[config.mk]
export PLATFORM = sky130hd
export DESIGN_NAME = exec_stage
export DESIGN_NICKNAME = d
export VERILOG_FILES = /design/src/rtl/exec_pkg.sv /design/src/rtl/exec_regfile.sv /design/src/rtl/exec_stage.sv
export SDC_FILE = /design/constraint.sdc
export NUM_CORES = 1
export LEC_CHECK = 0
export ABC_AREA = 0
export BUFFER_PORTS_ARGS = -buffer_cell sky130_fd_sc_hd__buf_4
export CORE_ASPECT_RATIO = 0.6
export CORE_UTILIZATION = 55
export CTS_BUF_LIST = sky130_fd_sc_hd__clkbuf_4
export CTS_CLUSTER_SIZE = 14
export DETAILED_ROUTE_END_ITERATION = 8
export GPL_ROUTABILITY_DRIVEN = 0
export GPL_TIMING_DRIVEN = 0
export PLACE_DENSITY_LB_ADDON = 0.15
export REMOVE_ABC_BUFFERS = 1
export SKIP_CTS_REPAIR_TIMING = 1
export SLEW_MARGIN = 25
export SYNTH_ARGS = -nofsm -noshare
export SYNTH_HDL_FRONTEND = slang
export SYNTH_SLANG_ARGS = --single-unit
export TNS_END_PERCENT = 5
[constraint.sdc]
create_clock -name clk -period 8.9 [get_ports clk]
set_input_delay 0.89 -clock clk [delete_from_list [all_inputs] [get_ports clk]]
set_output_delay 0.89 -clock clk [all_outputs]
set_load 0.02 [all_outputs]
[src/rtl/exec_pkg.sv]
// Shared opcodes, flag positions, PSR masks and the instruction decoder for exec_stage.
package exec_pkg;

  localparam logic [3:0] OP_REG     = 4'h0;
  localparam logic [3:0] OP_REG_EXT = 4'h8;
  localparam logic [3:0] OP_ANDI    = 4'h1;
  localparam logic [3:0] OP_ORI     = 4'h2;
  localparam logic [3:0] OP_XORI    = 4'h3;
  localparam logic [3:0] EXT_IMM    = 4'hF;

  localparam logic [7:0] ALU_AND   = 8'h01;
  localparam logic [7:0] ALU_OR    = 8'h02;
  localparam logic [7:0] ALU_XOR   = 8'h03;
  localparam logic [7:0] ALU_ADD   = 8'h05;
  localparam logic [7:0] ALU_ADDU  = 8'h06;
  localparam logic [7:0] ALU_SUB   = 8'h09;
  localparam logic [7:0] ALU_CMP   = 8'h0B;
  localparam logic [7:0] ALU_MOV   = 8'h0D;
  localparam logic [7:0] ALU_MUL   = 8'h0E;
  localparam logic [7:0] ALU_LSH   = 8'h84;
  localparam logic [7:0] ALU_ANDI  = 8'h1F;
  localparam logic [7:0] ALU_ORI   = 8'h2F;
  localparam logic [7:0] ALU_XORI  = 8'h3F;
  localparam logic [7:0] ALU_ADDI  = 8'h5F;
  localparam logic [7:0] ALU_ADDUI = 8'h6F;
  localparam logic [7:0] ALU_SUBI  = 8'h9F;
  localparam logic [7:0] ALU_CMPI  = 8'hBF;
  localparam logic [7:0] ALU_MOVI  = 8'hDF;
  localparam logic [7:0] ALU_MULI  = 8'hEF;

  localparam int FLAG_C = 4;
  localparam int FLAG_L = 3;
  localparam int FLAG_F = 2;
  localparam int FLAG_Z = 1;
  localparam int FLAG_N = 0;

  // Bit order is {C, L, F, Z, N}.
  localparam logic [4:0] MASK_NONE  = 5'b00000;
  localparam logic [4:0] MASK_ARITH = 5'b10100;
  localparam logic [4:0] MASK_CMP   = 5'b01011;

  typedef struct packed {
    logic       is_imm;
    logic       zext;
    logic       wb;
    logic       mov;
    logic [4:0] psr_mask;
  } ctrl_t;

  function automatic logic [7:0] alu_opcode(input logic [15:0] instr);
    logic is_reg;
    is_reg = (instr[15:12] == OP_REG) || (instr[15:12] == OP_REG_EXT);
    return is_reg ? instr[15:8] & 8'hF0 | {4'h0, instr[7:4]} : {instr[15:12], EXT_IMM};
  endfunction

  function automatic ctrl_t decode(input logic [15:0] instr);
    ctrl_t c;
    c          = '0;
    c.is_imm   = !((instr[15:12] == OP_REG) || (instr[15:12] == OP_REG_EXT));
    c.zext     = (instr[15:12] == OP_ANDI) || (instr[15:12] == OP_ORI) || (instr[15:12] == OP_XORI);
    case (alu_opcode(instr))
      ALU_AND, ALU_OR, ALU_XOR, ALU_MUL, ALU_LSH,
      ALU_ANDI, ALU_ORI, ALU_XORI, ALU_MULI:       c.wb = 1'b1;
      ALU_ADD, ALU_ADDU, ALU_SUB,
      ALU_ADDI, ALU_ADDUI, ALU_SUBI: begin
        c.wb       = 1'b1;
        c.psr_mask = MASK_ARITH;
      end
      ALU_CMP, ALU_CMPI:                           c.psr_mask = MASK_CMP;
      ALU_MOV, ALU_MOVI: begin
        c.wb  = 1'b1;
        c.mov = 1'b1;
      end
      default:                                     c.psr_mask = MASK_NONE;
    endcase
    return c;
  endfunction

endpackage

[src/rtl/exec_regfile.sv]
// 16x16 register file: two operand read ports, a debug read port, one synchronous write port.
module exec_regfile #(
  parameter int NREGS = 16
) (
  input  logic        clk,
  input  logic        reset,
  input  logic [3:0]  i_raddr_a,
  output logic [15:0] o_rdata_a,
  input  logic [3:0]  i_raddr_b,
  output logic [15:0] o_rdata_b,
  input  logic [3:0]  i_raddr_dbg,
  output logic [15:0] o_rdata_dbg,
  input  logic        i_we,
  input  logic [3:0]  i_waddr,
  input  logic [15:0] i_wdata
);

  logic [15:0] r_regs [NREGS];

  always_ff @(posedge clk or posedge reset) begin
    if (reset) begin
      for (int i = 0; i < NREGS; i++) r_regs[i] <= '0;
    end else if (i_we) begin
      r_regs[i_waddr] <= i_wdata;
    end
  end

  // Reads see the pre-write value; a same-cycle write lands at the edge.
  assign o_rdata_a   = r_regs[i_raddr_a];
  assign o_rdata_b   = r_regs[i_raddr_b];
  assign o_rdata_dbg = r_regs[i_raddr_dbg];

endmodule

[src/rtl/exec_stage.sv]
// Decode/operand-fetch (D) and ALU/writeback (X) stages around an external 16-bit ALU.
// Define EXEC_STAGE_FWD_EN to forward X writeback into D operands instead of inserting a bubble.
module exec_stage import exec_pkg::*; #(
  parameter int         NREGS     = 16,
  parameter logic [4:0] RESET_PSR = 5'b00000
) (
  input  logic        clk,
  input  logic        reset,
  input  logic        instr_valid,
  input  logic [15:0] instr,
  output logic        instr_ready,
  input  logic        stall,
  output logic [15:0] alu_rdest,
  output logic [15:0] alu_rsrc,
  output logic [7:0]  alu_op,
  input  logic [15:0] alu_result,
  input  logic [4:0]  alu_flags,
  output logic [4:0]  psr,
  output logic        wb_en,
  output logic [3:0]  wb_addr,
  output logic [15:0] wb_data,
  input  logic [3:0]  dbg_raddr,
  output logic [15:0] dbg_rdata
);

  logic        r_x_valid;
  logic [15:0] r_alu_rdest;
  logic [15:0] r_alu_rsrc;
  logic [7:0]  r_alu_op;
  logic [3:0]  r_x_addr;
  logic        r_x_wb;
  logic        r_x_mov;
  logic [4:0]  r_x_mask;
  logic [4:0]  r_psr;

  logic [3:0]  w_rdest_a;
  logic [3:0]  w_rsrc_a;
  ctrl_t       w_ctrl;
  logic [15:0] w_rf_rdest;
  logic [15:0] w_rf_rsrc;
  logic [15:0] w_imm;
  logic [15:0] w_opnd_rdest;
  logic [15:0] w_opnd_rsrc;
  logic        w_fwd_rdest;
  logic        w_fwd_rsrc;
  logic        w_hazard;
  logic        w_accept;
  logic        w_wb_en;
  logic [15:0] w_wb_data;

  assign w_rdest_a = instr[11:8];
  assign w_rsrc_a  = instr[3:0];
  assign w_ctrl    = decode(instr);

  exec_regfile #(.NREGS(NREGS)) u_regfile (
    .clk         (clk),
    .reset       (reset),
    .i_raddr_a   (w_rdest_a),
    .o_rdata_a   (w_rf_rdest),
    .i_raddr_b   (w_rsrc_a),
    .o_rdata_b   (w_rf_rsrc),
    .i_raddr_dbg (dbg_raddr),
    .o_rdata_dbg (dbg_rdata),
    .i_we        (w_wb_en),
    .i_waddr     (r_x_addr),
    .i_wdata     (w_wb_data)
  );

  assign w_wb_en   = r_x_valid && !stall && r_x_wb;
  assign w_wb_data = r_x_mov ? r_alu_rsrc : alu_result;

`ifdef EXEC_STAGE_FWD_EN
  assign w_fwd_rdest = w_wb_en && (r_x_addr == w_rdest_a);
  assign w_fwd_rsrc  = w_wb_en && (r_x_addr == w_rsrc_a);
  assign w_hazard    = 1'b0;
`else
  assign w_fwd_rdest = 1'b0;
  assign w_fwd_rsrc  = 1'b0;
  assign w_hazard    = w_wb_en &&
                       ((r_x_addr == w_rdest_a) || (!w_ctrl.is_imm && (r_x_addr == w_rsrc_a)));
`endif

  assign w_imm        = w_ctrl.zext ? {8'h00, instr[7:0]} : {{8{instr[7]}}, instr[7:0]};
  assign w_opnd_rdest = w_fwd_rdest ? w_wb_data : w_rf_rdest;
  assign w_opnd_rsrc  = w_ctrl.is_imm ? w_imm : (w_fwd_rsrc ? w_wb_data : w_rf_rsrc);

  assign instr_ready = !stall && !reset && !w_hazard;
  assign w_accept    = instr_valid && instr_ready;

  always_ff @(posedge clk or posedge reset) begin
    if (reset) begin
      r_x_valid   <= 1'b0;
      r_alu_rdest <= '0;
      r_alu_rsrc  <= '0;
      r_alu_op    <= '0;
      r_x_addr    <= '0;
      r_x_wb      <= 1'b0;
      r_x_mov     <= 1'b0;
      r_x_mask    <= '0;
      r_psr       <= RESET_PSR;
    end else if (!stall) begin
      // NOPs carry an all-zero mask, so the PSR update needs no class check here.
      if (r_x_valid) r_psr <= (r_psr & ~r_x_mask) | (alu_flags & r_x_mask);
      r_x_valid <= w_accept;
      if (w_accept) begin
        r_alu_rdest <= w_opnd_rdest;
        r_alu_rsrc  <= w_opnd_rsrc;
        r_alu_op    <= alu_opcode(instr);
        r_x_addr    <= w_rdest_a;
        r_x_wb      <= w_ctrl.wb;
        r_x_mov     <= w_ctrl.mov;
        r_x_mask    <= w_ctrl.psr_mask;
      end
    end
  end

  assign alu_rdest = r_alu_rdest;
  assign alu_rsrc  = r_alu_rsrc;
  assign alu_op    = r_alu_op;
  assign psr       = r_psr;
  assign wb_en     = w_wb_en;
  assign wb_addr   = r_x_addr;
  assign wb_data   = w_wb_data;

endmodule

==> flow_summary.json <==
{
  "cell_chosen_for_the_clock_root": "sky130_fd_sc_hd__clkbuf_4",
  "post_synth_inst_count": 1434,
  "ys_seq_elements": 310,
  "worst_path_dominant_cell_family": "flip-flops",
  "synthDominantCellAreaShare_pct": 43.98,
  "timing.final.max_slew_violations": 0,
  "highest_cell_delay_on_the_worst_timing_path_ns": 0.89,
  "worst-setup-path-type": "flip-flop to primary output",
  "crit_path_top_delay_cell": "sky130_fd_sc_hd__dfrtp_2",
  "worst_ir_drop_vdd_uv": 128.8,
  "final.setup_skew_ns": 0.03035,
  "synth_area_leader_cell": "sky130_fd_sc_hd__dfrtp_1",
  "stdcell_count": 1987,
  "cts.path.max_buffers": 3,
  "drc": 0,
  "placed_cells_incl_taps": 1862,
  "vias_per_inst": 6.587,
  "yosys-top-cells-count": "sky130_fd_sc_hd__dfrtp_1 (310), sky130_fd_sc_hd__mux4_2 (203), sky130_fd_sc_hd__nand2_1 (181)",
  "start_util_pct": 56.28,
  "post-route-worst-setup-slack_ns": 4.803,
  "synth_enable_flop_cells": 0,
  "period_share_pct": 46.03,
  "combinational_family_with_the_most_area_after_synthesis": "multiplexers",
  "share_of_synthesized_area_occupied_by_flip_flops_and_latches_pct": 43.98,
  "crit_fanout": 17,
  "run_status": "finished clean",
  "clock-sinks": 310,
  "port_buffers": 127,
  "max-slew-margin-rel_pct": 30.21,
  "synthMuxAreaShare_pct": 34.07,
  "power_density_nw_per_um2": 233.9,
  "yosys-top-cells-area": "sky130_fd_sc_hd__dfrtp_1 (44%), sky130_fd_sc_hd__mux4_2 (26%), sky130_fd_sc_hd__o21ai_1 (4.5%), sky130_fd_sc_hd__nand2_1 (3.9%), sky130_fd_sc_hd__a21oi_1 (3.0%)",
  "yosysMostFrequentCell": "sky130_fd_sc_hd__dfrtp_1",
  "grt_setup_unrepaired": "false",
  "final_net_count": 1570,
  "compound_gate_fraction_of_synth_area_pct": 9.655,
  "area_delta_synth_final_pct": 13.21,
  "p_leak_nw": 8.686,
  "post_synth_num_cell_types": 53,
  "required_arrival_time_at_the_worst_endpoint_ns": 8.01,
  "finalSetupViolCount": 0,
  "vias": 13090,
  "dp_hpwl_mm": 30.52,
  "core_occupancy_in_the_finished_layout_pct": 63.71,
  "start_kind": "flip-flop",
  "timing.critical_path.cells": "buf_16, mux2i_2, inv_1, buf_4",
  "die_area_um2": 32810,
  "actual_slew_at_the_worst_max_slew_pin_ns": 1.027,
  "chipWidth_um": 233.2,
  "grt_start_max_net_pins": 97,
  "drt_wl_total_mm": 50.97,
  "synth_xor_xnor_area_share_pct": 0.4966,
  "die-height_um": 140.7,
  "ios": 128,
  "drt_pre_antenna_iters": 6,
  "synth-main-ff-cell": "sky130_fd_sc_hd__dfrtp_1",
  "synthesis.area_um2": 17640,
  "critical_path_capture_point_type": "primary output",
  "inserted_clock_buffers": 77,
  "std_cell_rows": 50,
  "h-tree-depth": 3,
  "drive_above_1_share_pct": 34.31,
  "arrival_ns": 3.21,
  "first_global_vias": 12870,
  "synth_simple_gate_area_share_pct": 7.512,
  "gr-total-overflow": 0,
  "dr.first_iter.drc_count": 1517,
  "grt_first_pass_wirelength_mm": 78.20,
  "cts_tree": "yes",
  "ys_warn_count": 0,
  "area_of_the_core_um2": 31340,
  "fin_crit_ns": 4.097,
  "placement.setup.worst_slack_ns": 4.940,
  "synth_area_per_cell_um2": 12.30,
  "synth-async-reset-ratio_pct": 100.0,
  "globalRouteTotalUtil_pct": 32.44,
  "antenna_violating_nets_post_route": 0,
  "antenna_violations_before_repair": 1,
  "worstSkewPairLatency_ns": 0.78,
  "drt-wirelength-per-cell_um": 25.65,
  "clkTransAtPathRegs_ns": 0.08,
  "hold_class": "primary input to async pin",
  "synth-adder-area-share_pct": 0,
  "report.power.total_mw": 4.670,
  "timing.fmax_mhz": 244.1,
  "crit_buf_inv": 3,
  "max_cap_violations": 0,
  "hold_violation_count_in_the_final_report": 0
}
## state kept, by name, indices dropped and copies added (netlist names), named ones only
| register | cells |
|---|---|
| r_x_valid | 1 |
| wb_addr | 4 |
| alu_op | 8 |
| alu_rsrc | 16 |
| u_regfile.r_regs | 256 |
| alu_rdest | 16 |
| r_x_mask | 2 |
| r_x_mov | 1 |
| r_x_wb | 1 |
## per-layer routing
layer / up-vias / routed length [um] / part of all wire [%] / GRT usage, %
met3: 118 / 4803 / 9.4 / 7.302
met2: 689 / 23500 / 46 / 47.71
met5: - / 0 / 0 / 0
met1: 6641 / 21240 / 42 / 47.91
met4: 0 / 1414 / 2.8 / 11.39
li1: 5641 / - / - / -
## layout by cell type, fill, tap and decap left out, types with 4 or more instances in the layout
master / synthesis / final
sky130_fd_sc_hd__a21oi_1: 107 / 107
sky130_fd_sc_hd__a221oi_1: 5 / 5
sky130_fd_sc_hd__a31oi_1: 7 / 7
sky130_fd_sc_hd__buf_12: 0 / 6
sky130_fd_sc_hd__buf_16: 0 / 7
sky130_fd_sc_hd__buf_4: 5 / 130
sky130_fd_sc_hd__buf_6: 8 / 11
sky130_fd_sc_hd__clkbuf_4: 0 / 109
sky130_fd_sc_hd__clkinv_1: 1 / 8
sky130_fd_sc_hd__dfrtp_1: 310 / 309
sky130_fd_sc_hd__inv_1: 20 / 19
sky130_fd_sc_hd__inv_2: 3 / 6
sky130_fd_sc_hd__mux2_1: 17 / 17
sky130_fd_sc_hd__mux2_2: 19 / 19
sky130_fd_sc_hd__mux2_4: 5 / 5
sky130_fd_sc_hd__mux2i_1: 51 / 35
sky130_fd_sc_hd__mux2i_2: 0 / 13
sky130_fd_sc_hd__mux4_1: 17 / 17
sky130_fd_sc_hd__mux4_2: 203 / 203
sky130_fd_sc_hd__nand2_1: 181 / 173
sky130_fd_sc_hd__nand2_2: 0 / 8
sky130_fd_sc_hd__nor2_1: 104 / 103
sky130_fd_sc_hd__nor2b_1: 5 / 4
sky130_fd_sc_hd__o21ai_0: 6 / 6
sky130_fd_sc_hd__o21ai_1: 160 / 160
sky130_fd_sc_hd__o22a_1: 8 / 8
sky130_fd_sc_hd__o22ai_1: 11 / 11
sky130_fd_sc_hd__xor2_1: 7 / 7
## final timing paths
| check | from | end | slack, ns | cells past startpoint |
|---|---|---|---|---|
| setup reg to reg | wb_addr[0] | alu_rdest[7] | 6.34 | 6 |
| hold / removal | reset | alu_op[7] | 0.20 | 2 |
| setup / recovery | r_x_mov | wb_data[8] | 4.80 | 4 |
| hold reg to reg | alu_op[5] | alu_op[5] | 0.49 | 1 |
| max in group asynchronous | reset | u_regfile.r_regs[109] | 7.50 | 4 |
| min in group clk | alu_flags[4] | flip-flop | 0.34 | 2 |
## metrics by stage
stage	cell area, um2	TNS, ns	hold slack [ns]
after floorplan	16970	-174.45	0.4513
after global placement	18450	-1246.45	0.4687
after detailed placement	19050	0	0.4760
after CTS	19940	0	0.1811
after global routing	19960	0	0.2177
final	19970	0	0.1962
## cell families (layout without fill, tap and decap cells)
family,count (synthesis),in the layout
and+or+nand+nor,320,320
AOI/OAI and AO/OA,316,316
muxes,312,312
DFF,310,310
buffers and inverters,166,300
xor gates and xnor gates,10,10
other,0,3
## final cells by class
class	count	area [um2]
antenna	3	7.507
clock buffer	109	818.3
clock inverter	13	76.32
fill	2455	11370
inverter	24	98.84
multi-input combinational	958	9275
sequential	310	7759
tap	416	520.5
timing repair buffer	154	1413
## worst reg2reg max path, stage by stage (launching register included)
cell and delay (ns):
sky130_fd_sc_hd__dfrtp_1 0.67, sky130_fd_sc_hd__xnor2_1 0.13, sky130_fd_sc_hd__and4_1 0.25, sky130_fd_sc_hd__a22oi_4 0.26, sky130_fd_sc_hd__and2_4 0.48, sky130_fd_sc_hd__buf_12 0.27, sky130_fd_sc_hd__mux2_2 0.38
## report_power, final
group | internal, mW | switching (mW)
logic | 0.770 | 0.593
registers | 1.76 | 0.357
clock network | 0.585 | 0.605
total | 3.12 | 1.55
(Power assumes the default switching activity.)
